===== config.mk =====
export PLATFORM = sky130hd
export DESIGN_NAME = fixed_act_requantize
export DESIGN_NICKNAME = d
export VERILOG_FILES = /design/src/rtl/fixed_act_requantize_pkg.sv /design/src/rtl/fixed_round_sat.sv /design/src/rtl/fixed_act_requantize.sv
export SDC_FILE = /design/constraint.sdc
export NUM_CORES = 1
export LEC_CHECK = 0
export BUFFER_PORTS_ARGS = -buffer_cell sky130_fd_sc_hd__buf_2
export CORE_MARGIN = 2
export CORE_UTILIZATION = 48
export CTS_CLUSTER_SIZE = 14
export DETAILED_ROUTE_END_ITERATION = 7
export PLACE_DENSITY_LB_ADDON = 0.2
export SETUP_SLACK_MARGIN = 0.15
export SYNTH_ARGS = -nofsm -noshare
export SYNTH_HDL_FRONTEND = slang
export SYNTH_SLANG_ARGS = --single-unit

===== constraint.sdc =====
create_clock -name clk -period 2.3 [get_ports clk]
set_input_delay 0.115 -clock clk [delete_from_list [all_inputs] [get_ports clk]]
set_output_delay 0.115 -clock clk [all_outputs]
set_load 0.01 [all_outputs]

===== src/rtl/fixed_act_requantize_pkg.sv =====
// Shared fixed-point constants for activation-layer requantization:
// the rounding shift amount and the clamp limits of a signed output word.
package fixed_act_requantize_pkg;

    function automatic int calc_shift(input int in_frac, input int out_frac);
        return in_frac - out_frac;
    endfunction

    function automatic int out_max_val(input int out_w);
        return (1 <<< (out_w - 1)) - 1;
    endfunction

    function automatic int out_min_val(input int out_w);
        return -(1 <<< (out_w - 1));
    endfunction

endpackage


===== src/rtl/fixed_round_sat.sv =====
// One lane of requantization: round-half-up shift (first half) and
// clamp-with-flag (second half); the pipeline register sits between them.
module fixed_round_sat
    import fixed_act_requantize_pkg::*;
#(
    parameter int IN_W  = 16,
    parameter int OUT_W = 8,
    parameter int SHIFT = 4
) (
    input  logic [IN_W-1:0]  i_data,
    output logic [IN_W:0]    o_rounded,
    input  logic [IN_W:0]    i_rounded,
    output logic [OUT_W-1:0] o_data,
    output logic             o_sat
);
    localparam int RW = IN_W + 1;
    localparam logic signed [RW-1:0] MAX_V = RW'(out_max_val(OUT_W));
    localparam logic signed [RW-1:0] MIN_V = RW'(out_min_val(OUT_W));

    // One extra sign bit keeps the +half addition from overflowing.
    logic signed [RW-1:0] w_ext;
    logic signed [RW-1:0] w_r;

    assign w_ext = signed'({i_data[IN_W-1], i_data});
    assign w_r   = signed'(i_rounded);

    generate
        if (SHIFT == 0) begin : g_bypass
            assign o_rounded = w_ext;
        end else begin : g_round
            localparam logic signed [RW-1:0] HALF = RW'(2 ** (SHIFT - 1));
            logic signed [RW-1:0] w_sum;
            assign w_sum     = w_ext + HALF;
            assign o_rounded = w_sum >>> SHIFT;
        end
    endgenerate

    always_comb begin
        o_sat  = 1'b0;
        o_data = w_r[OUT_W-1:0];
        if (w_r > MAX_V) begin
            o_data = MAX_V[OUT_W-1:0];
            o_sat  = 1'b1;
        end else if (w_r < MIN_V) begin
            o_data = MIN_V[OUT_W-1:0];
            o_sat  = 1'b1;
        end
    end

endmodule


===== src/rtl/fixed_act_requantize.sv =====
// Two-stage valid/ready requantizer: stage 1 holds rounded lanes, stage 2
// holds clamped lanes plus saturation and end-of-tensor flags.
module fixed_act_requantize
    import fixed_act_requantize_pkg::*;
#(
    parameter int DATA_IN_0_PRECISION_0       = 16,
    parameter int DATA_IN_0_PRECISION_1       = 8,
    parameter int DATA_OUT_0_PRECISION_0      = 8,
    parameter int DATA_OUT_0_PRECISION_1      = 4,
    parameter int DATA_IN_0_TENSOR_SIZE_DIM_0 = 8,
    parameter int DATA_IN_0_TENSOR_SIZE_DIM_1 = 1,
    parameter int DATA_IN_0_PARALLELISM_DIM_0 = 4,
    parameter int DATA_IN_0_PARALLELISM_DIM_1 = 1
) (
    input  logic                              clk,
    input  logic                              rst,
    input  logic [DATA_IN_0_PRECISION_0-1:0]  data_in_0 [DATA_IN_0_PARALLELISM_DIM_0*DATA_IN_0_PARALLELISM_DIM_1],
    input  logic                              data_in_0_valid,
    output logic                              data_in_0_ready,
    output logic [DATA_OUT_0_PRECISION_0-1:0] data_out_0 [DATA_IN_0_PARALLELISM_DIM_0*DATA_IN_0_PARALLELISM_DIM_1],
    output logic                              data_out_0_valid,
    input  logic                              data_out_0_ready,
    output logic                              data_out_0_last,
    output logic                              data_out_0_sat
);
    localparam int P     = DATA_IN_0_PARALLELISM_DIM_0 * DATA_IN_0_PARALLELISM_DIM_1;
    localparam int IN_W  = DATA_IN_0_PRECISION_0;
    localparam int OUT_W = DATA_OUT_0_PRECISION_0;
    localparam int RW    = IN_W + 1;
    localparam int SHIFT = calc_shift(DATA_IN_0_PRECISION_1, DATA_OUT_0_PRECISION_1);
    localparam int BEATS = (DATA_IN_0_TENSOR_SIZE_DIM_0 / DATA_IN_0_PARALLELISM_DIM_0)
                         * (DATA_IN_0_TENSOR_SIZE_DIM_1 / DATA_IN_0_PARALLELISM_DIM_1);
    localparam int CNT_W = (BEATS > 1) ? $clog2(BEATS) : 1;

    generate
        if (SHIFT < 0) begin : g_shift_check
            $error("fixed_act_requantize: output fractional bits exceed input fractional bits");
        end
    endgenerate

    logic [RW-1:0]    w_rounded  [P];
    logic [OUT_W-1:0] w_sat_data [P];
    logic [P-1:0]     w_lane_sat;
    logic             w_s1_adv;
    logic             w_s2_adv;
    logic             w_accept;
    logic             w_in_last;

    logic [RW-1:0]    r_s1_data [P];
    logic             r_s1_valid;
    logic             r_s1_last;
    logic [OUT_W-1:0] r_s2_data [P];
    logic             r_s2_valid;
    logic             r_s2_last;
    logic             r_s2_sat;
    logic [CNT_W-1:0] r_beat_cnt;

    genvar gi;
    generate
        for (gi = 0; gi < P; gi++) begin : g_lane
            fixed_round_sat #(
                .IN_W  (IN_W),
                .OUT_W (OUT_W),
                .SHIFT (SHIFT)
            ) u_round_sat (
                .i_data    (data_in_0[gi]),
                .o_rounded (w_rounded[gi]),
                .i_rounded (r_s1_data[gi]),
                .o_data    (w_sat_data[gi]),
                .o_sat     (w_lane_sat[gi])
            );
            assign data_out_0[gi] = r_s2_data[gi];
        end
    endgenerate

    // Each stage moves when it is empty or the stage after it is taking its beat.
    assign w_s2_adv        = !r_s2_valid || data_out_0_ready;
    assign w_s1_adv        = !r_s1_valid || w_s2_adv;
    assign data_in_0_ready = rst && w_s1_adv;
    assign w_accept        = data_in_0_valid && data_in_0_ready;
    assign w_in_last       = (r_beat_cnt == CNT_W'(BEATS - 1));

    assign data_out_0_valid = r_s2_valid;
    assign data_out_0_last  = r_s2_last;
    assign data_out_0_sat   = r_s2_sat;

    always_ff @(posedge clk) begin
        if (!rst) begin
            r_s1_valid <= 1'b0;
            r_s1_last  <= 1'b0;
            r_s2_valid <= 1'b0;
            r_s2_last  <= 1'b0;
            r_s2_sat   <= 1'b0;
            r_beat_cnt <= '0;
            for (int i = 0; i < P; i++) begin
                r_s1_data[i] <= '0;
                r_s2_data[i] <= '0;
            end
        end else begin
            if (w_s1_adv) begin
                r_s1_valid <= w_accept;
                r_s1_last  <= w_accept && w_in_last;
                for (int i = 0; i < P; i++) begin
                    r_s1_data[i] <= w_rounded[i];
                end
            end
            if (w_accept) begin
                r_beat_cnt <= w_in_last ? '0 : r_beat_cnt + 1'b1;
            end
            if (w_s2_adv) begin
                r_s2_valid <= r_s1_valid;
                r_s2_last  <= r_s1_valid && r_s1_last;
                r_s2_sat   <= r_s1_valid && (|w_lane_sat);
                for (int i = 0; i < P; i++) begin
                    r_s2_data[i] <= w_sat_data[i];
                end
            end
        end
    end

endmodule

# After elaboration in Yosys (flattened, before gate mapping)
# Memory sizes are Yosys's and may differ from the RTL's.
# Cells that the tools add are included.
[op_classes] muxes=32 n_lt_le_gt_ge=8 bitwise=8 add_sub_neg=5 reduce_logical=10
[op_table] operator="$mux 8" n=12
[op_table] operator="$add 16x5->17 const B" n=4
[op_table] operator="$gt 17x8->1 const B" n=4
[op_table] operator="$lt 17x8->1 const B" n=4
[op_table] operator="$mux 17" n=4
[op_table] operator="$mux 1" n=16
[op_table] operator="$or 1x1->1" n=8
[op_table] operator="$logic_and 1x1->1" n=5
[op_table] operator="$reduce_or 4->1" n=1
[op_table] operator="$logic_not 1->1" n=2
[op_table] operator="$logic_or 1x1->1" n=2
[op_table] operator="$add 1x1->1 const B" n=1
[word_totals] output_inout_bits=36 mem_bits_rw=100 inputBits=68 mem_count=2 wordCells=71 ff_bits=6
[mem_list] memory="r_s1_data" depth=4 word_bits=17 rd=4 rd_clocked_by_memory_dff=0 write_ports=4 line="fixed_act_requantize.sv:49" text="logic [RW-1:0] r_s1_data [P];"
[mem_list] memory="r_s2_data" depth=4 word_bits=8 rd=4 rd_clocked_by_memory_dff=0 write_ports=4 line="fixed_act_requantize.sv:52" text="logic [OUT_W-1:0] r_s2_data [P];"

# Logic depth before layout (Yosys ltp)
# Gate-level depths: netlist of run 1.
[depth] depth_word=7 mapped_depth=7 mapped_depth_nobuf=6

# Modules after synthesis
# A second synthesis of run 1 with hierarchy kept.
[hier_totals] cells_unflattened=501 hier_area_um2=5936.9
[by_module_without_submodules] mod="fixed_act_requantize" cells_each=245 n_inst=1 seq_area_each_um2=3123.0 area_each_um2=3990.1
[by_module_without_submodules] mod="fixed_round_sat" cells_each=64 n_inst=4 seq_area_each_um2=0.0 area_each_um2=486.7

# Worst setup path before layout of run 1
# No wires, ideal clock.
[synth_path] path_type="flip-flop to flip-flop" start="register r_s2_valid, in the netlist data_out_0_valid" end="memory r_s1_data[0][0] (netlist name) (enable)" t_required_ns=1.558 arrival_ns=1.854 period_less_slack_ns=2.597 slack_ns=-0.297 path_buffers=1 path_stages_with_launch=4 path_cell_list="dfxtp_1 -> nor2b_1 -> buf_2 -> nand3_1"
[synth_lines] element="from (decl)" line="fixed_act_requantize.sv:53" text="logic r_s2_valid;"
[synth_lines] element="from (signal assigned)" line="fixed_act_requantize.sv:111" text="r_s2_valid <= r_s1_valid;"
[synth_lines] element="to (decl)" line="fixed_act_requantize.sv:49"

# Worst setup path in the final report of run 1
[layout_path] start="register r_s2_valid, in the netlist data_out_0_valid" end="output port data_in_0_ready"
[layout_between] elab_chain_len=4
[layout_rtl] element="$logic_not 1->1" line="fixed_act_requantize.sv:77" text="assign w_s2_adv = !r_s2_valid || data_out_0_ready;"
[layout_rtl] element="$logic_or 1x1->1" line="fixed_act_requantize.sv:77"
[layout_rtl] element="$logic_or 1x1->1" line="fixed_act_requantize.sv:78" text="assign w_s1_adv = !r_s1_valid || w_s2_adv;"
[layout_rtl] element="$logic_and 1x1->1" line="fixed_act_requantize.sv:79" text="assign data_in_0_ready = rst && w_s1_adv;"
[layout_rtl] element="to (decl)" line="fixed_act_requantize.sv:19" text="output logic data_in_0_ready,"
# Every way passes these cells.

==> results.md, run 1 <==
- Vias per inst: 5.21
- Largest net degree at the start of global routing: 40
- Post-synth cell types: 31
- Largest stage delay on the critical path: 380 ps
- Post-placement setup slack: 574 ps
- Dominant synthesized flop cell: edfxtp_1
- Part of the Yosys area used for sequential elements: 0.622
- Post-synth EDFFs: 84
- Commonest cells in the netlist: 114 x nor2_1, 84 x edfxtp_1, 27 x nand2_1
- TritonCTS Buffers: 9
- First-pass GRT wire length: 13.2 mm
- Rows: 34
- Fin crit period: 1780 ps
- Vias: 3150
- FF-to-FF End: data_out_0_sat$_SDFFE_PN0P_
- Mapped Area: 0.00425 mm²
- Post-synthesis cell count: 391
- CTS tree: done
- Leakage: 2.13 nW
- Initial Util: 0.492
- Core Box Area: 0.00864 mm²
- Area Growth Syn to Fin: 19.5%
- RSZ-0062 raised after global routing: false
- Final setup viols: 0
- HPWL Detailed: 5.91 mm
- Psw: 0.000833 W
- WP data required: 2180 ps
- Hold_buf cts: 0
- Most frequent cell after synthesis: nor2_1
- H-tree level count: 3
- Drt drc: 0
- Worst Hold End: r_s1_valid$_SDFFE_PN0N_
- GRT Total Usage: 0.174
- CP Class: flip-flop to primary output
- Chip height: 98.0 µm
- CP Max Fanout: 13
- Worst path arrival time: 1660 ps
- Worst Slack Setup Final: 521 ps
- Asr flop ratio synth: 0
- Final hold vios: 0
- Worst Hold Depth: 3
- Diodes inserted: 0
- Drt pass-1 iters: 5
- Total gr overflow: 0
- Clock Path Buffers: 2
- Crit end category: primary output
- Number of max-cap violations: 0
- Post-Syn Nets: 463
- Synth area leaders: edfxtp_1 59%, nor2_1 10%, xor2_1 4.7%
- Yosys top cell area share: 0.594
- Worst R2R Setup Slack: 560 ps
- Layout cell share with drive strength beyond 1: 0.237
- Status: finished, final reports clean
- Min-Delay Path Class: input port to flip-flop
- Clk network pwr share: 0.306
- DRT iter0 DRCs: 157
- Worst-skew pair later-pin latency: 350 ps
- Critical path's slowest cell: nand2_1
- Sequential Power Share: 0.572
- Largest area contributor in the netlist: edfxtp_1
- Worst min-delay path startpoint: data_in_0_valid
- Die Wd: 98.0 µm
- Syn Area/Cell: 10.9 µm²
- Peak supply drop: 0.265 mV
- Combinational Power Share: 0.122
- RR Startpoint: r_s1_data[0][11]$_SDFFCE_PN0P_
- Initial antenna violation count: 0
- Critical Path Source Type: flip-flop
- Routed Antenna Nets: 0
- Clk slew on worst S/H paths: 80 ps
- Slew @ Worst Pin: 529 ps
- Yosys warns: 0
- Clock Sinks: 90
- I/O pin count: 104
- Wire per inst: 13.5 µm
- CTS Root Cell: clkbuf_8
- Tcrit/Tclk final: 0.774
- Number of synthesized register bits: 90
- Final TNS setup: 0 ps
- Post-CTS setup buffers: 0
- Int Power: 0.00260 W
- Vias in the first global route: 2941
- Switching share of power: 0.242
- Final WL: 8.14 mm
- Die Area: 0.00961 mm²
- Buffers on Ports: 91
- Slew Limit Fails: 0
- Final hold slack: 48.4 ps
- Cts repair resizes: 0
- CP most frequent cell: nand2_1
- Final nets: 564
- Slew HR: 0.645
- FF-to-FF path depth: 5
- GPL Wtd Cong: 0.854
- Cell Chain, Critical Path: nor2b_1 > nand2_1 > nand2_1 > inv_2 > buf_2
- Setup Skew: 8.33 ps
- Achievable Freq: 562 MHz
- Pwr dens: 677 mW/mm²
[critical path, delay by kind of cell, from the launching register on]
family,cells,cell delay (ps)
buf+inv,2,350
flops,1,330
simple gates,3,640
[sequential cells by signal, indices dropped and copies added (netlist names)]
register and count:
r_s1_data 52, r_s2_data 32, data_out_0_last 1, data_out_0_sat 1
data_out_0_valid 1, r_beat_cnt 1, r_s1_last 1, r_s1_valid 1
[power by group through the flow]
stage / Clock (W) / Combinational [W] / Sequential, W
floorplan: 0 / 0.000198 / 0.00203
global placement: 0 / 0.000410 / 0.00200
detailed placement: 0 / 0.000421 / 0.00200
CTS: 0.00109 / 0.000423 / 0.00197
global route: 0.00115 / 0.000471 / 0.00198
finish: 0.00105 / 0.000420 / 0.00196
[how the worst max path moves through the flow]
stage / start / to / slack [ps] / cells after the start
2_1_floorplan: data_out_0_valid$_SDFFE_PN0P_ / r_s1_data[0][0]$_SDFFCE_PN0P_ / 370 / 3
3_3_place_gp: r_s1_data[0][11]$_SDFFCE_PN0P_ / data_out_0_sat$_SDFFE_PN0P_ / 610 / 5
3_5_place_dp: r_s1_data[0][11]$_SDFFCE_PN0P_ / data_out_0_sat$_SDFFE_PN0P_ / 570 / 5
4_1_cts: data_out_0_valid$_SDFFE_PN0P_ / data_in_0_ready / 480 / 5
5_1_grt: r_s1_valid$_SDFFE_PN0N_ / data_in_0_ready / 320 / 4
6_report: data_out_0_valid$_SDFFE_PN0P_ / data_in_0_ready / 520 / 5
[metrics by stage]
| step | area (µm²) | instances | total power, W | util |
|---|---|---|---|---|
| 6_report | 5070 | 605 | 0.00343 | 0.587 |
| 5_1_grt | 5070 | 605 | 0.00360 | 0.587 |
| 4_1_cts | 5070 | 605 | 0.00348 | 0.587 |
| 3_5_place_dp | 4880 | 589 | 0.00242 | 0.565 |
| 3_3_place_gp | 4880 | 589 | 0.00241 | 0.565 |
| 2_1_floorplan | 4250 | 391 | 0.00223 | - |
[cells by family (layout without fill, tap and decap cells)]
logic type | after synthesis | in the layout | share of synthesized area
flops | 90 | 90 | 0.622
simple gates | 216 | 216 | 0.233
buf+inv | 16 | 122 | 0.0156
fa+ha+maj | 4 | 4 | 0.0118
compound gates | 23 | 23 | 0.0301
xor+xnor | 42 | 42 | 0.0866
[placed cells by master, fill, tap and decap left out, types with 6 or more instances in the layout]
cell and n:
nand4_1 11, edfxtp_1 84, nand3_1 24, clkbuf_8 9, nand2_1 27, and3_1 10
dfxtp_1 6, xor2_1 23, and2_1 7, inv_1 8, buf_2 91, xnor2_1 19
a21oi_1 10, nor2_1 114, o21ai_0 7
[per-layer routing]
| layer | global-route usage | share of wire | wire [µm] | vias to the layer above |
|---|---|---|---|---|
| met3 | 0.0544 | 0.064 | 522 | 12 |
| li1 | - | - | - | 1573 |
| met5 | 0 | 0 | 0 | - |
| met2 | 0.288 | 0.49 | 3970 | 93 |
| met1 | 0.215 | 0.43 | 3510 | 1472 |
| met4 | 0.0673 | 0.016 | 134 | 0 |
[area by class of cell]
| class | instances | area [µm²] |
|---|---|---|
| Timing Repair Buffer | 97 | 526 |
| Multi-Input combinational cell | 285 | 1540 |
| Fill cell | 781 | 3560 |
| Clock buffer | 10 | 128 |
| Tap cell | 108 | 135 |
| Sequential cell | 90 | 2640 |
| Clock inverter | 6 | 66.3 |
| Inverter | 9 | 33.8 |
Note: power is estimated with default switching activity, not from simulation.
==> run 2: changes to the inputs <==
- clock period: 2.3 -> 1.6 ns (I/O delays scaled with it)
==> results.md, run 2 (synthesis gave the netlist of run 1 again) <==
- Routed Antenna Nets: 0
- Crit end category: flip-flop
- GRT Total Usage: 0.170
- Slew Limit Fails: 0
- Min-Delay Path Class: input port to flip-flop
- Die Wd: 98.0 µm
- Clock Sinks: 90
- CP Class: flip-flop to flip-flop
- Die Area: 0.00961 mm²
- Cell Chain, Critical Path: or4_4 > nor2_4 > a21oi_1 > nor4_2 > o21ai_1
- Chip height: 98.0 µm
- Biggest regs: r_s1_data x52, r_s2_data x32
- Total power draw: 0.00493 W
- Critical path's slowest cell: or4_4
- Vias: 3097
- Largest net degree at the start of global routing: 53
- Initial Util: 0.492
- Worst-skew pair later-pin latency: 350 ps
- Rows: 34
- Worst Slack Setup Final: -9.33 ps
- Drt drc: 0
- Slew @ Worst Pin: 457 ps
- Vias in the first global route: 2947
- Fin crit period: 1610 ps
- Area after DPL: 0.00494 mm²
- Design Area, Final: 0.00524 mm²
- Diodes inserted: 0
- Largest stage delay on the critical path: 560 ps
- Clock Path Buffers: 2
- Final Non-Filler Cells: 613
- Failing checks: setup timing
- CTS tree: done
- Clk slew on worst S/H paths: 90 ps
- Filler cell count: 724
- Tcrit/Tclk final: 1.01
- Buffers on Ports: 91
- Commonest non-fill, non-tap cell in the layout: nor2_1
- Number of max-cap violations: 0
- DRT iter0 DRCs: 139
- Total gr overflow: 0
- Core Box Area: 0.00864 mm²
- Wire per inst: 12.7 µm
- Worst path arrival time: 1850 ps
- Peak supply drop: 0.388 mV
- First-pass GRT wire length: 13.0 mm
- TritonCTS Buffers: 9
- Critical Path Source Type: flip-flop
- Slew HR: 0.694
- Vias per inst: 5.05
- Layout cell share with drive strength beyond 1: 0.283
- Area Growth Syn to Fin: 23.3%
- Delay-heaviest family, CP: simple AND/OR/NAND/NOR gates
- CP Max Fanout: 2
- GPL Wtd Cong: 0.768
- Final setup viols: 1
- CTS Root Cell: clkbuf_8
- Status: finished, violations left
- Max reg flops: 52
- Drt pass-1 iters: 4
- Achievable Freq: 621 MHz
- Most frequent cells in the layout: 106 x nor2_1, 91 x buf_2, 84 x edfxtp_1
- I/O pin count: 104
- Pwr dens: 941 mW/mm²
- Leakage: 2.19 nW
- Crit path buf inv count: 0
- Biggest register: r_s1_data
- HPWL Detailed: 5.73 mm
- WP data required: 1840 ps
- Final WL: 7.76 mm
- Setup Skew: 11.6 ps
- Placed instance count: 592
- RSZ-0062 raised after global routing: true
- H-tree level count: 3
- Initial antenna violation count: 0
- Final hold vios: 0
- Final nets: 572
==> run 2: area by class of cell <==
cell class / count / area, µm² / share of cell area
clock buffers: 11 / 131 / 0.0251
clock inverters: 5 / 55.1 / 0.0105
inverters: 9 / 33.8 / 0.00645
multi-input cells: 285 / 1630 / 0.312
flip-flops and latches: 90 / 2650 / 0.505
well taps: 108 / 135 / 0.0258
repair buffers: 105 / 601 / 0.115
==> run 2: tightest hold or removal path, cell delays in order <==
cell,delay (ps)
buf_2,90
xor2_1,60
nor2_1,80
==> run 2: timing repair <==
action / CTS / global route
buffers inserted: 2 / 2
resized for setup: 10 / 8
endpoints found under the setup margin: 30 / 30
hold buffers: 1 / 0
pin swaps: 10 / 2
hold endpoints to repair: 1 / 0
==> run 2: worst paths after layout <==
path,cells after the start,startpoint,end,slack (ps)
worst min register to register,2,r_s1_last$_SDFFE_PN0N_,r_s1_last$_SDFFE_PN0N_,500
worst min-delay path,3,data_in_0[23],r_s1_data[2][3]$_SDFFCE_PN0P_,70
worst max register to register,5,r_s1_data[2][11]$_SDFFCE_PN0P_,data_out_0_sat$_SDFFE_PN0P_,-9
worst max-delay path,5,r_s1_data[2][11]$_SDFFCE_PN0P_,data_out_0_sat$_SDFFE_PN0P_,-9
==> run 2: report_power, final <==
part	internal [W]	leakage (nW)	switching, W
Clock	0.000718	0.0893	0.000734
Combinational	0.000284	1.08	0.000361
Sequential	0.00276	1.02	0.0000671
Total	0.00377	2.19	0.00116
==> run 2: metrics by stage <==
step           utilization  TNS [ps]  hold WS (ps)  worst slack [ps]
3_3_place_gp         0.572     -2100           347             -96.3
2_1_floorplan            -         0           219              82.8
3_5_place_dp         0.572     -2530           353              -139
4_1_cts              0.601     -17.2          57.7             -17.2
6_report             0.606     -9.33          68.0             -9.33
5_1_grt              0.606      -217          68.4             -59.9
==> run 2: routing by layer <==
layer | track usage | vias up | wire length, µm
li1 | - | 1586 | -
met1 | 0.197 | 1420 | 3160
met2 | 0.304 | 82 | 4110
met3 | 0.0344 | 9 | 366
met4 | 0.0780 | 0 | 119
met5 | 0 | - | 0
